## config.mk

```make
export PLATFORM = sky130hd
export DESIGN_NAME = iir_deemph
export DESIGN_NICKNAME = d
export VERILOG_FILES = /design/src/rtl/radio_pkg.sv /design/src/rtl/iir_deemph.sv
export SDC_FILE = /design/constraint.sdc
export NUM_CORES = 1
export LEC_CHECK = 0
export ABC_CLOCK_PERIOD_IN_PS = 4850
export CAP_MARGIN = 30
export CORE_MARGIN = 1.5
export CORE_UTILIZATION = 45
export CTS_CLUSTER_SIZE = 14
export DETAILED_ROUTE_END_ITERATION = 7
export RECOVER_POWER = 25
export SLEW_MARGIN = 20
export SYNTH_ARGS = -nofsm -noshare
export SYNTH_HDL_FRONTEND = slang
export SYNTH_SLANG_ARGS = --single-unit
```

## constraint.sdc

```tcl
create_clock -name clock -period 4.85 [get_ports clock]
set_input_delay 1.2125 -clock clock [delete_from_list [all_inputs] [get_ports clock]]
set_output_delay 1.2125 -clock clock [all_outputs]
set_load 0.01 [all_outputs]
```

## src/rtl/radio_pkg.sv

```systemverilog
// Shared definitions for the FM audio path: sample format, default
// de-emphasis coefficients, filter FSM states and the fixed-point rescale.
package radio_pkg;

    localparam int DATA_WIDTH = 32;
    localparam int QBITS      = 10;

    localparam logic signed [31:0] IIR_X_COEFF = 32'sd178;
    localparam logic signed [31:0] IIR_Y_COEFF = 32'sd666;

    typedef enum logic [1:0] {
        S_READ  = 2'd0,
        S_MUL   = 2'd1,
        S_SUM   = 2'd2,
        S_WRITE = 2'd3
    } iir_state_t;

    // Divide by 2^qbits rounding toward zero (bias negatives before the
    // arithmetic shift) so results match the C golden model bit for bit.
    function automatic logic signed [31:0] dequantize(
        input logic signed [63:0] p,
        input int                 qbits = QBITS
    );
        logic signed [63:0] biased;
        logic signed [63:0] shifted;
        biased  = p[63] ? (p + ((64'sd1 <<< qbits) - 64'sd1)) : p;
        shifted = biased >>> qbits;
        return shifted[31:0];
    endfunction

endpackage

```

## src/rtl/iir_deemph.sv

```systemverilog
// First-order IIR de-emphasis filter between two FIFOs: one sample every
// four cycles through read / multiply / sum / write.
module iir_deemph #(
    parameter int                DATA_WIDTH = radio_pkg::DATA_WIDTH,
    parameter int                QBITS      = radio_pkg::QBITS,
    parameter logic signed [31:0] X0_COEFF  = radio_pkg::IIR_X_COEFF,
    parameter logic signed [31:0] X1_COEFF  = radio_pkg::IIR_X_COEFF,
    parameter logic signed [31:0] Y1_COEFF  = radio_pkg::IIR_Y_COEFF
) (
    input  logic                  clock,
    input  logic                  reset,
    output logic                  in_rd_en,
    input  logic                  in_empty,
    input  logic [DATA_WIDTH-1:0] in_dout,
    output logic                  out_wr_en,
    input  logic                  out_full,
    output logic [DATA_WIDTH-1:0] out_din
);
    import radio_pkg::*;

    localparam int PROD_W = 2 * DATA_WIDTH;

    localparam logic signed [PROD_W-1:0] X0_EXT = PROD_W'(X0_COEFF);
    localparam logic signed [PROD_W-1:0] X1_EXT = PROD_W'(X1_COEFF);
    localparam logic signed [PROD_W-1:0] Y1_EXT = PROD_W'(Y1_COEFF);

    iir_state_t state_reg, state_next;

    logic signed [DATA_WIDTH-1:0] x_reg, x_prev, y_prev, y_reg;
    logic signed [PROD_W-1:0]     p0_reg, p1_reg, p2_reg;
    logic signed [DATA_WIDTH-1:0] sum_next;

    always_ff @(posedge clock or negedge reset) begin
        if (!reset) begin
            state_reg <= S_READ;
        end else begin
            state_reg <= state_next;
        end
    end

    // Pop is gated by reset so nothing is taken from the FIFO while held in reset.
    always_comb begin
        state_next = state_reg;
        in_rd_en   = 1'b0;
        out_wr_en  = 1'b0;
        case (state_reg)
            S_READ: begin
                if (reset && !in_empty) begin
                    in_rd_en   = 1'b1;
                    state_next = S_MUL;
                end
            end
            S_MUL:   state_next = S_SUM;
            S_SUM:   state_next = S_WRITE;
            S_WRITE: begin
                if (!out_full) begin
                    out_wr_en  = 1'b1;
                    state_next = S_READ;
                end
            end
            default: state_next = S_READ;
        endcase
    end

    // Sum wraps to the sample width; the feedback term uses the wrapped value.
    assign sum_next = DATA_WIDTH'(dequantize(p0_reg, QBITS)
                                + dequantize(p1_reg, QBITS)
                                + dequantize(p2_reg, QBITS));

    always_ff @(posedge clock or negedge reset) begin
        if (!reset) begin
            x_reg  <= '0;
            x_prev <= '0;
            y_prev <= '0;
            y_reg  <= '0;
            p0_reg <= '0;
            p1_reg <= '0;
            p2_reg <= '0;
        end else begin
            case (state_reg)
                S_READ: begin
                    if (!in_empty) begin
                        x_reg <= in_dout;
                    end
                end
                S_MUL: begin
                    p0_reg <= X0_EXT * PROD_W'(x_reg);
                    p1_reg <= X1_EXT * PROD_W'(x_prev);
                    p2_reg <= Y1_EXT * PROD_W'(y_prev);
                end
                S_SUM: begin
                    y_reg  <= sum_next;
                    x_prev <= x_reg;
                    y_prev <= sum_next;
                end
                default: ;
            endcase
        end
    end

    assign out_din = y_reg;

endmodule

```

==> impl_metrics.tcl <==
set metrics [dict create \
    status "complete, but fails checks" \
    violations "max-capacitance violations, max-slew violations, negative setup slack" \
    synth_warnings 0 \
    ctsHoldBuffers 0 \
    synthCells 2808 \
    fp.dieH_um 249 \
    die-area_um2 61900 \
    crit_required_ns 5.33 \
    finalHoldViolCount 0 \
    grt_max_degree 134 \
    cts_tree "done" \
    rsz0062_at_grt "true" \
    syn2layout_area_growth_pct 21.4 \
    syn_avg_cell_area_um2 9.68 \
    drcViolationCount 0 \
    cts_buffers 29 \
    drtAntennaViolNets 0 \
    numClockSinks 220 \
    dpl.hpwl_mm 53.4 \
    hold_class "register to register" \
    r2r_end "p2_reg[42]$_DFFE_PN0N_" \
    io_pins 70 \
    cp-end-kind "register" \
    maxCapViolCount 2 \
    via_per_inst 5.22 \
    largest_reg_flops 42 \
    ff2ff_path_depth 20 \
    timing.final.ws_setup_ns -0.0189 \
    yosys.area.top_type_share_pct 20.2 \
    clkLatencyLatePin_ns 0.59 \
    drv_slew 171 \
    synth_edf_count 0 \
    worst_pin_slew_ns 1.91 \
    crit_start "out_din[6]$_DFFE_PN0P_" \
    cp-start-kind "register" \
    async_reset_ff_share_pct 100 \
    syn_area_um2 27200 \
    ys_seq_area_share_pct 20.2 \
    core_um2 59400 \
    drt-total-wl_mm 66.2 \
    cp_max_fo 4 \
    portBuffers 69 \
    ys_ff_latch 220 \
    grt_pass1_wl_mm 109 \
    dp_cells 3827 \
    antenna_found_initial 0 \
    gp_congestion 0.879 \
    crit_buf_inv 5 \
    synth_area_leaders "dfrtp_1 (20%), ha_1 (20%), fa_1 (18%), inv_1 (7.7%), mux2_2 (6.3%)" \
    cts_root_buffer "clkbuf_16" \
    fin_crit_ns 4.87 \
    clockBufferDepth 3 \
    synth_cell_types 80 \
    drive_above_1_share_pct 22.1 \
    critPathSlowestCell "fa_1" \
    hold_slack_ns 0.504 \
    period_share_pct 100 \
    arrival_ns 5.35 \
    crit_type "register to register" \
    r2r-start "out_din[6]$_DFFE_PN0P_" \
    tns_ns -0.0334 \
    grt_pass1_vias 21700 \
    htreeDepth 1 \
    crit_chain "ha_4, ha_4, inv_2, fa_1, inv_2, fa_1, inv_1, fa_1, inv_2, ha_4, o21a_1, o21a_2, a31o_4, nand3_4, a211oi_2, buf_4, o21bai_4, o211a_1, or3_1, a31o_2" \
    yosys.area.top_type "dfrtp_1" \
    preCtsSetupSlack_ns -0.257 \
    gr-total-overflow 0 \
    slowest_delay_ns 0.54 \
    skew_ns 0.0188 \
    synth_nets 3528 \
    fmax_mhz 205 \
    initial_core_util_pct 45.8 \
    synth-main-ff-cell "dfrtp_1" \
    drtPass1Iterations 5 \
    worst_slew_margin_rel_pct -27.6 \
    layout.cells.non_filler 3921 \
    fp.dieW_um 249 \
    num_rows 89 \
    grt_usage_pct 21.5 \
    timing.critical_path.to "p2_reg[42]$_DFFE_PN0N_" \
    wl_per_cell_um 16.9 \
    nNetsFinal 3847 \
    worstSetupPathDepth 20 \
    reg2reg_slack_ns -0.02 \
    diodes 0 \
    vias 20500 \
    setup_viol 2 \
    critPathTopFamily "adder cells" \
    drt-initial-drc-count 896 \
    clk_pin_slew_ns 0.06 \
]
[placed cells by master (no fill, tap or decap), drive strengths merged, types with 7 or more instances in the layout]
| master | n |
|---|---|
| a31o | 13 |
| a211oi | 17 |
| o2111ai | 7 |
| nand3b | 10 |
| and3 | 32 |
| clkinv | 13 |
| xor2 | 88 |
| ha | 438 |
| o21a | 17 |
| nand2 | 135 |
| o311ai | 8 |
| clkbuf | 38 |
| a21boi | 7 |
| buf | 272 |
| a21o | 63 |
| nand3 | 56 |
| o211ai | 16 |
| o21ai | 92 |
| nor3 | 28 |
| xnor2 | 117 |
| a31oi | 16 |
| or3 | 14 |
| inv | 556 |
| o21bai | 13 |
| or2 | 9 |
| nor4 | 8 |
| and2 | 15 |
| clkdlybuf4s50 | 68 |
| nand2b | 8 |
| nor2b | 18 |
| fa | 246 |
| and4 | 13 |
| a21oi | 132 |
| dfrtp | 220 |
| nor2 | 87 |
| nand4 | 31 |
| o31ai | 12 |
| mux2 | 153 |
[metrics by stage]
| stage | utilization, % | area, um2 |
|---|---|---|
| detailed placement | 51.3 | 30500 |
| CTS | 53.5 | 31700 |
| floorplan | - | 27200 |
| finish | 55.6 | 33000 |
| global route | 55.6 | 33000 |
| global placement | 51.3 | 30500 |
[cell families (layout without fill, tap and decap cells)]
logic type,count (synthesis),count (layout),synth area share (%)
XOR/XNOR,205,205,6.60
AND/OR/NAND/NOR,479,479,8.93
multiplexers,159,159,6.57
buffers and inverters,610,950,8.43
flip-flops,220,220,20.2
AO/OA/AOI/OAI,451,451,11.0
adder cells (fa/ha/maj),684,684,38.3
[Yosys cell counts (all sizes together) (18+ instances only)]
| library cell | count |
|---|---|
| inv | 555 |
| ha | 438 |
| fa | 246 |
| dfrtp | 220 |
| mux2 | 153 |
| nand2 | 135 |
| a21oi | 132 |
| xnor2 | 117 |
| o21ai | 92 |
| xor2 | 88 |
| nor2 | 87 |
| a21o | 63 |
| nand3 | 56 |
| clkbuf | 47 |
| and3 | 32 |
| nand4 | 31 |
| nor3 | 28 |
| nor2b | 18 |
[worst min path at each step]
stage	startpoint	endpoint	slack (ns)	depth (start not counted)
6_report	p1_reg[9]$_DFFE_PN0N_	p1_reg[9]$_DFFE_PN0N_	0.50	2
5_1_grt	p2_reg[9]$_DFFE_PN0N_	p2_reg[9]$_DFFE_PN0N_	0.52	1
4_1_cts	reset	x_reg[12]$_DFFE_PN0P_	0.41	1
3_5_place_dp	p2_reg[2]$_DFFE_PN0N_	p2_reg[2]$_DFFE_PN0N_	0.49	1
3_3_place_gp	p2_reg[3]$_DFFE_PN0N_	p2_reg[3]$_DFFE_PN0N_	0.48	1
2_1_floorplan	p1_reg[9]$_DFFE_PN0N_	p1_reg[9]$_DFFE_PN0N_	0.45	2
[routing by layer]
metal	track usage [%]	vias up	wire, um
li1	-	10000	-
met1	28.4	10000	30500
met2	37.8	298	32400
met3	1.92	103	1640
met4	5.15	0	1650
met5	0	-	0
[layout make-up]
cell class                      count  area [um2]
Timing Repair Buffer              343        2780
Tap cell                          773         967
Fill cell                        5216       26400
Clock inverter                     17         123
Inverter                          555        2080
Sequential cell                   220        5530
Multi-Input combinational cell   1978       20700
Clock buffer                       35         788
[timing repair]
item | 4_1_cts | 5_1_grt
gates resized for setup | 56 | 183
setup buffers | 9 | 33
setup endpoints to repair | 30 | 53
pin swaps | 29 | 130
[worst min-delay path: stages, from the launching register on]
cell	delay, ns
dfrtp_1	0.35
nand2_1	0.06
o31ai_1	0.06
Power is not shown: default switching activity piles up to over one toggle a cycle in this logic, so the estimate is an artifact.
